### src/rtl/mem_arb_pkg.sv
// Shared types and constants for the fetch/data memory port arbiter.
package mem_arb_pkg;

  typedef enum logic [0:0] {
    IDLE = 1'b0,
    WAIT = 1'b1
  } arb_state_e;

  localparam logic REQ_IF = 1'b0;
  localparam logic REQ_DM = 1'b1;

  localparam logic [1:0] SZ_B = 2'd0;
  localparam logic [1:0] SZ_H = 2'd1;
  localparam logic [1:0] SZ_W = 2'd2;

  localparam int unsigned MEM_LAT_MIN = 1;
  localparam int unsigned MEM_LAT_MAX = 4;

endpackage

### src/rtl/mem_arb_pick.sv
// Winner select between fetch and data requests.
// MEM_ARB_ROUND_ROBIN_EN selects round-robin; otherwise data always wins.
module mem_arb_pick
  import mem_arb_pkg::*;
(
  input  logic clk,
  input  logic rst,
  input  logic if_req,
  input  logic dm_req,
  input  logic take,
  output logic win
);

`ifdef MEM_ARB_ROUND_ROBIN_EN
  logic last_q;

  // Remembers the most recent winner; reset behaves as if fetch went last.
  always_ff @(posedge clk or posedge rst) begin
    if (rst) begin
      last_q <= REQ_IF;
    end else if (take) begin
      last_q <= win;
    end
  end

  always_comb begin
    win = REQ_IF;
    if (if_req && dm_req) begin
      win = (last_q == REQ_DM) ? REQ_IF : REQ_DM;
    end else if (dm_req) begin
      win = REQ_DM;
    end
  end
`else
  logic unused_ok;
  assign unused_ok = ^{clk, rst, take, if_req};

  always_comb begin
    win = REQ_IF;
    if (dm_req) begin
      win = REQ_DM;
    end
  end
`endif

endmodule

### src/rtl/mem_port_arbiter.sv
// Shares one single-port memory between fetch and data requesters, one access in flight.
// Arbitration policy follows MEM_ARB_ROUND_ROBIN_EN (see mem_arb_pick).
module mem_port_arbiter
  import mem_arb_pkg::*;
#(
  parameter int unsigned ADDR_W  = 32,
  parameter int unsigned DATA_W  = 32,
  parameter int unsigned MEM_LAT = 1
) (
  input  logic              clk,
  input  logic              rst,
  input  logic              halt,
  input  logic              if_req,
  input  logic [ADDR_W-1:0] if_addr,
  output logic              if_gnt,
  output logic              if_rvalid,
  output logic [DATA_W-1:0] if_rdata,
  input  logic              dm_req,
  input  logic              dm_we,
  input  logic [ADDR_W-1:0] dm_addr,
  input  logic [DATA_W-1:0] dm_wdata,
  input  logic [1:0]        dm_size,
  output logic              dm_gnt,
  output logic              dm_rvalid,
  output logic [DATA_W-1:0] dm_rdata,
  output logic              mem_en,
  output logic              mem_we,
  output logic [ADDR_W-1:0] mem_addr,
  output logic [DATA_W-1:0] mem_wdata,
  output logic [1:0]        mem_size,
  input  logic [DATA_W-1:0] mem_rdata,
  output logic              busy
);

  localparam int unsigned LAT =
    (MEM_LAT < MEM_LAT_MIN || MEM_LAT > MEM_LAT_MAX) ? MEM_LAT_MIN : MEM_LAT;
  localparam int unsigned CNT_W = $clog2(LAT + 1);
  localparam logic [CNT_W-1:0] CNT_LOAD = CNT_W'(LAT - 1);

  localparam logic [0:0] S_IDLE = IDLE;
  localparam logic [0:0] S_WAIT = WAIT;

  logic [0:0]       state_q, state_d;
  logic [CNT_W-1:0] cnt_q, cnt_d;
  logic             owner_q, owner_d;
  logic             rvalid_c;
  logic             take_c;
  logic             win_c;

  mem_arb_pick u_pick (
    .clk    (clk),
    .rst    (rst),
    .if_req (if_req),
    .dm_req (dm_req),
    .take   (take_c),
    .win    (win_c)
  );

  always_ff @(posedge clk or posedge rst) begin
    if (rst) begin
      state_q <= S_IDLE;
      cnt_q   <= '0;
      owner_q <= REQ_IF;
    end else begin
      state_q <= state_d;
      cnt_q   <= cnt_d;
      owner_q <= owner_d;
    end
  end

  // Grant and memory command are same-cycle; the response is decoded from the counter.
  always_comb begin
    state_d   = state_q;
    cnt_d     = cnt_q;
    owner_d   = owner_q;
    if_gnt    = 1'b0;
    dm_gnt    = 1'b0;
    mem_en    = 1'b0;
    mem_we    = 1'b0;
    mem_addr  = '0;
    mem_wdata = '0;
    mem_size  = '0;

    rvalid_c = (state_q == S_WAIT) && (cnt_q == '0);
    take_c   = !rst && !halt && (if_req || dm_req) &&
               ((state_q == S_IDLE) || rvalid_c);

    if ((state_q == S_WAIT) && (cnt_q != '0)) begin
      cnt_d = cnt_q - CNT_W'(1);
    end
    if (rvalid_c) begin
      state_d = S_IDLE;
    end

    if (take_c) begin
      state_d = S_WAIT;
      cnt_d   = CNT_LOAD;
      owner_d = win_c;
      mem_en  = 1'b1;
      if (win_c == REQ_DM) begin
        dm_gnt    = 1'b1;
        mem_we    = dm_we;
        mem_addr  = dm_addr;
        mem_wdata = dm_wdata;
        mem_size  = dm_size;
      end else begin
        if_gnt    = 1'b1;
        mem_addr  = if_addr;
        mem_size  = SZ_W;
      end
    end

    if_rvalid = rvalid_c && (owner_q == REQ_IF);
    dm_rvalid = rvalid_c && (owner_q == REQ_DM);
    if_rdata  = if_rvalid ? mem_rdata : '0;
    dm_rdata  = dm_rvalid ? mem_rdata : '0;
    busy      = (state_q == S_WAIT) || take_c;
  end

endmodule

### config.mk
export PLATFORM = sky130hd
export DESIGN_NAME = mem_port_arbiter
export DESIGN_NICKNAME = d
export VERILOG_FILES = /design/src/rtl/mem_arb_pkg.sv /design/src/rtl/mem_arb_pick.sv /design/src/rtl/mem_port_arbiter.sv
export SDC_FILE = /design/constraint.sdc
export NUM_CORES = 1
export LEC_CHECK = 0
export BUFFER_PORTS_ARGS = -buffer_cell sky130_fd_sc_hd__buf_2
export CORE_AREA = 2 2 104 106
export DETAILED_ROUTE_END_ITERATION = 12
export DIE_AREA = 0 0 106 108
export PLACE_DENSITY = 0.52
export SLEW_MARGIN = 25
export SYNTH_ARGS = -nofsm -noshare
export SYNTH_HDL_FRONTEND = slang
export SYNTH_SLANG_ARGS = --single-unit
### constraint.sdc
create_clock -name clk -period 1.91 [get_ports clk]
set_clock_uncertainty 0.1 [all_clocks]
set_input_delay 0.2865 -clock clk [delete_from_list [all_inputs] [get_ports clk]]
set_output_delay 0.2865 -clock clk [all_outputs]
set_load 0.1 [all_outputs]
==> impl_metrics.toml <==
[pwr]
p_int_mw = 0.933
swShare_pct = 53.5
total_power_mw = 2.01
clock_power_share_pct = 9.1
p_per_area_nw_per_um2 = 333
vdd_drop_max_mv = 0.222
pwr-share-comb_pct = 87.2
p_leak_nw = 2.83
pwr-share-seq_pct = 3.7
switchingPower_mw = 1.07

[clocking]
clkTransAtPathRegs_ns = 0.03
cts_tree = "built"
cts_root_buf = "clkbuf_8"
cts.sinks = 3
numCtsBuffers = 3
clock_latency_ns = 0.21
htreeDepth = 1
cts_buffer_depth = 2

[route]
drt_iter0_markers = 51
vias = 2525
wl_per_cell_um = 17.0
ant_nets = 0
drcViolationCount = 0
routed_wl_um = 10200
via_per_inst = 4.19
first_pass_iters = 4

[global_routing]
overflow = 0
track_usage_pct = 16.5
grt_pass1_vias = 2681
antenna_found_initial = 1
grt_max_degree = 35
grt_pass1_wl_um = 14600

[worst_setup_path]
worst_ep_required_time_ns = 1.52
cp_slowest_cell = "dfrtp_1"
timing.rr.start = "cnt_q"
start_kind = "flop"
reg2regPathDepth = 6
rr_endpoint = "owner_q"
r2r_slack_ns = 0.34
worstSetupEndpointType = "output pin"
arrival_ns = 1.76
cp_max_fo = 17
path_cells = "a211oi_4 -> buf_6 -> and2_4 -> buf_12 -> a22o_4 -> buf_12"
critical_path_class = "flop to output pin"
critPathMostFrequentCell = "buf_12"
critPathMaxStageDelay_ns = 0.40

[synth]
synth_edf_count = 0
synthAdderAreaFrac_pct = 0
synth-simple-area-share_pct = 55.4
ys_top_cells_by_area = "and2_1 34%, a22o_1 23%, and3_1 18%"
yosysUniqueCellTypes = 17
synth.area.mux_share_pct = 0
ys_warn_count = 0
synthArstFlopShare_pct = 100
synthTopCellsByCount = "65 x and2_1, 34 x and3_1, 32 x a22o_1"
synth-compound-area-share_pct = 26.4
yosys.area.top_type_share_pct = 33.8
synth-xor-area-share_pct = 0
synth_most_common_cell = "and2_1"
synth-main-ff-cell = "dfrtp_1"
synth-seq-cells = 3
synth_top_family_by_area = "simple AND/OR/NAND/NOR gates"
avgSynthCellArea_sq_um = 7.12
syn_inst = 169
ys_seq_area_share_pct = 6.24
syn-cell-area_sq_um = 1200
synthesis.nets = 305
synth_area_leader_cell = "and2_1"

[floorplan]
dieArea_sq_um = 11400
core_region_area_sq_um = 10200
ios = 273
fp.dieW_um = 106
die_y_um = 108
start_util_pct = 11.8
core.rowCount = 37

[final_layout]
nets = 602
multi_input_area_sq_um = 1630
layout-drive-gt1-share_pct = 97.4
flow.area_growth_from_synthesis_pct = 400
fin_area_sq_um = 6020
register_area_sq_um = 75.1
fill_cells = 814

[place]
dp_hpwl_um = 7630
globalplace.congestion = 0.793
place_area_sq_um = 5250
port_buffers = 272

[timing]
max_freq_mhz = 466
min_period_ns = 2.15
finalCritPeriodShare_pct = 112
hold_viol = 0
tightest_slew_ns = 0.351
report.final.setup_viol = 137
rsz0062_at_grt = "yes"
setup_slack_ns = -0.236
slew-limit-headroom_pct = 76.6
drv_slew = 0

[status]
status = "finished, violations left"
violations = "setup timing"

[worst_hold_path]
hold_class = "input pin to flop"
hold_depth = 4
min_to = "state_q"
hp-start = "if_req"

[run]
maxCapViolations = 0
per-layer routing:
layer | wire, um | up-vias | global-route usage [%]
li1 | - | 1193 | -
met1 | 3450 | 1186 | 16.9
met2 | 5770 | 136 | 32.4
met3 | 849 | 10 | 5.85
met4 | 145 | 0 | 3.20
met5 | 0 | - | 0
per-stage QoR:
step | hold slack [ns] | worst slack, ns | setup TNS, ns | instances | util [%]
2_1_floorplan | -0.0599 | -0.111 | -2.28 | 169 | -
3_3_place_gp | 0.0882 | 0.0208 | 0 | 569 | 51.3
3_5_place_dp | 0.0894 | -0.00345 | -0.00345 | 569 | 51.3
4_1_cts | 0.374 | -0.228 | -22.68 | 596 | 56.5
5_1_grt | 0.426 | -0.311 | -30.48 | 602 | 58.9
6_report | 0.380 | -0.236 | -20.74 | 602 | 58.9
cell type report:
cell class                 count  share of cell area [%]
multi-input combinational    142                    27.1
antenna                        1                  0.0416
clock buffer                   4                   0.748
timing repair buffer         313                    67.8
tap                          136                    2.83
inverter                       3                   0.249
sequential                     3                    1.25
critical path, delay by kind of cell, from the launching register on:
kind / cells / cell delay [ns]
AOI/OAI and AO/OA: 2 / 0.45
buffers and inverters: 3 / 0.49
DFF: 1 / 0.40
and+or+nand+nor: 1 / 0.18
sequential cells by signal, summed over array words and instances (netlist names):
name,count
owner_q,1
cnt_q,1
state_q,1
kinds of logic after synthesis:
kind of cell | count (synthesis)
buf+inv | 24
flops | 3
simple gates | 106
compound gates | 36
power by group through the flow:
stage               Sequential (mW)  Combinational [mW]  Clock (mW)
floorplan                    0.0721               0.934           0
global placement             0.0729                1.57           0
detailed placement           0.0732                1.58           0
CTS                          0.0735                1.70       0.188
global route                 0.0744                1.80       0.196
finish                       0.0741                1.75       0.183
layout by cell type (no fill, tap or decap):
cell type      instances
buf_12               145
buf_8                  5
dlygate4sd3_1          1
buf_4                  6
a211oi_4               1
and2_4                65
clkbuf_16              3
nor3b_4                1
a21o_1                 1
nand2b_4               1
clkbuf_1               1
a22o_4                32
nand2_1                2
and3b_1                1
a21oi_4                1
clkinvlp_4             1
o21ai_1                1
and3_4                34
inv_1                  2
buf_16                 6
dfrtp_1                3
diode_2                1
clkbuf_8               3
buf_6                 12
buf_2                135
and3b_2                2
what timing repair did:
item | CTS | global route
hold buffers | 1 | 0
endpoints found under the setup margin | 133 | 137
resized for setup | 43 | 81
setup buffers | 12 | 7
cloned | 10 | 2
pin swaps | 27 | 56
hold endpoints to repair | 3 | 0
how the worst max path moves through the flow:
| stage | slack (ns) | endpoint | startpoint |
|---|---|---|---|
| finish | -0.24 | mem_addr[31] | cnt_q |
| detailed placement | -0.003 | mem_addr[31] | cnt_q |
| floorplan | -0.11 | mem_addr[24] | cnt_q |
| CTS | -0.23 | mem_addr[31] | state_q |
| global route | -0.31 | mem_addr[31] | cnt_q |
| global placement | 0.02 | mem_addr[31] | cnt_q |
Power figures use the tool's default switching activity.
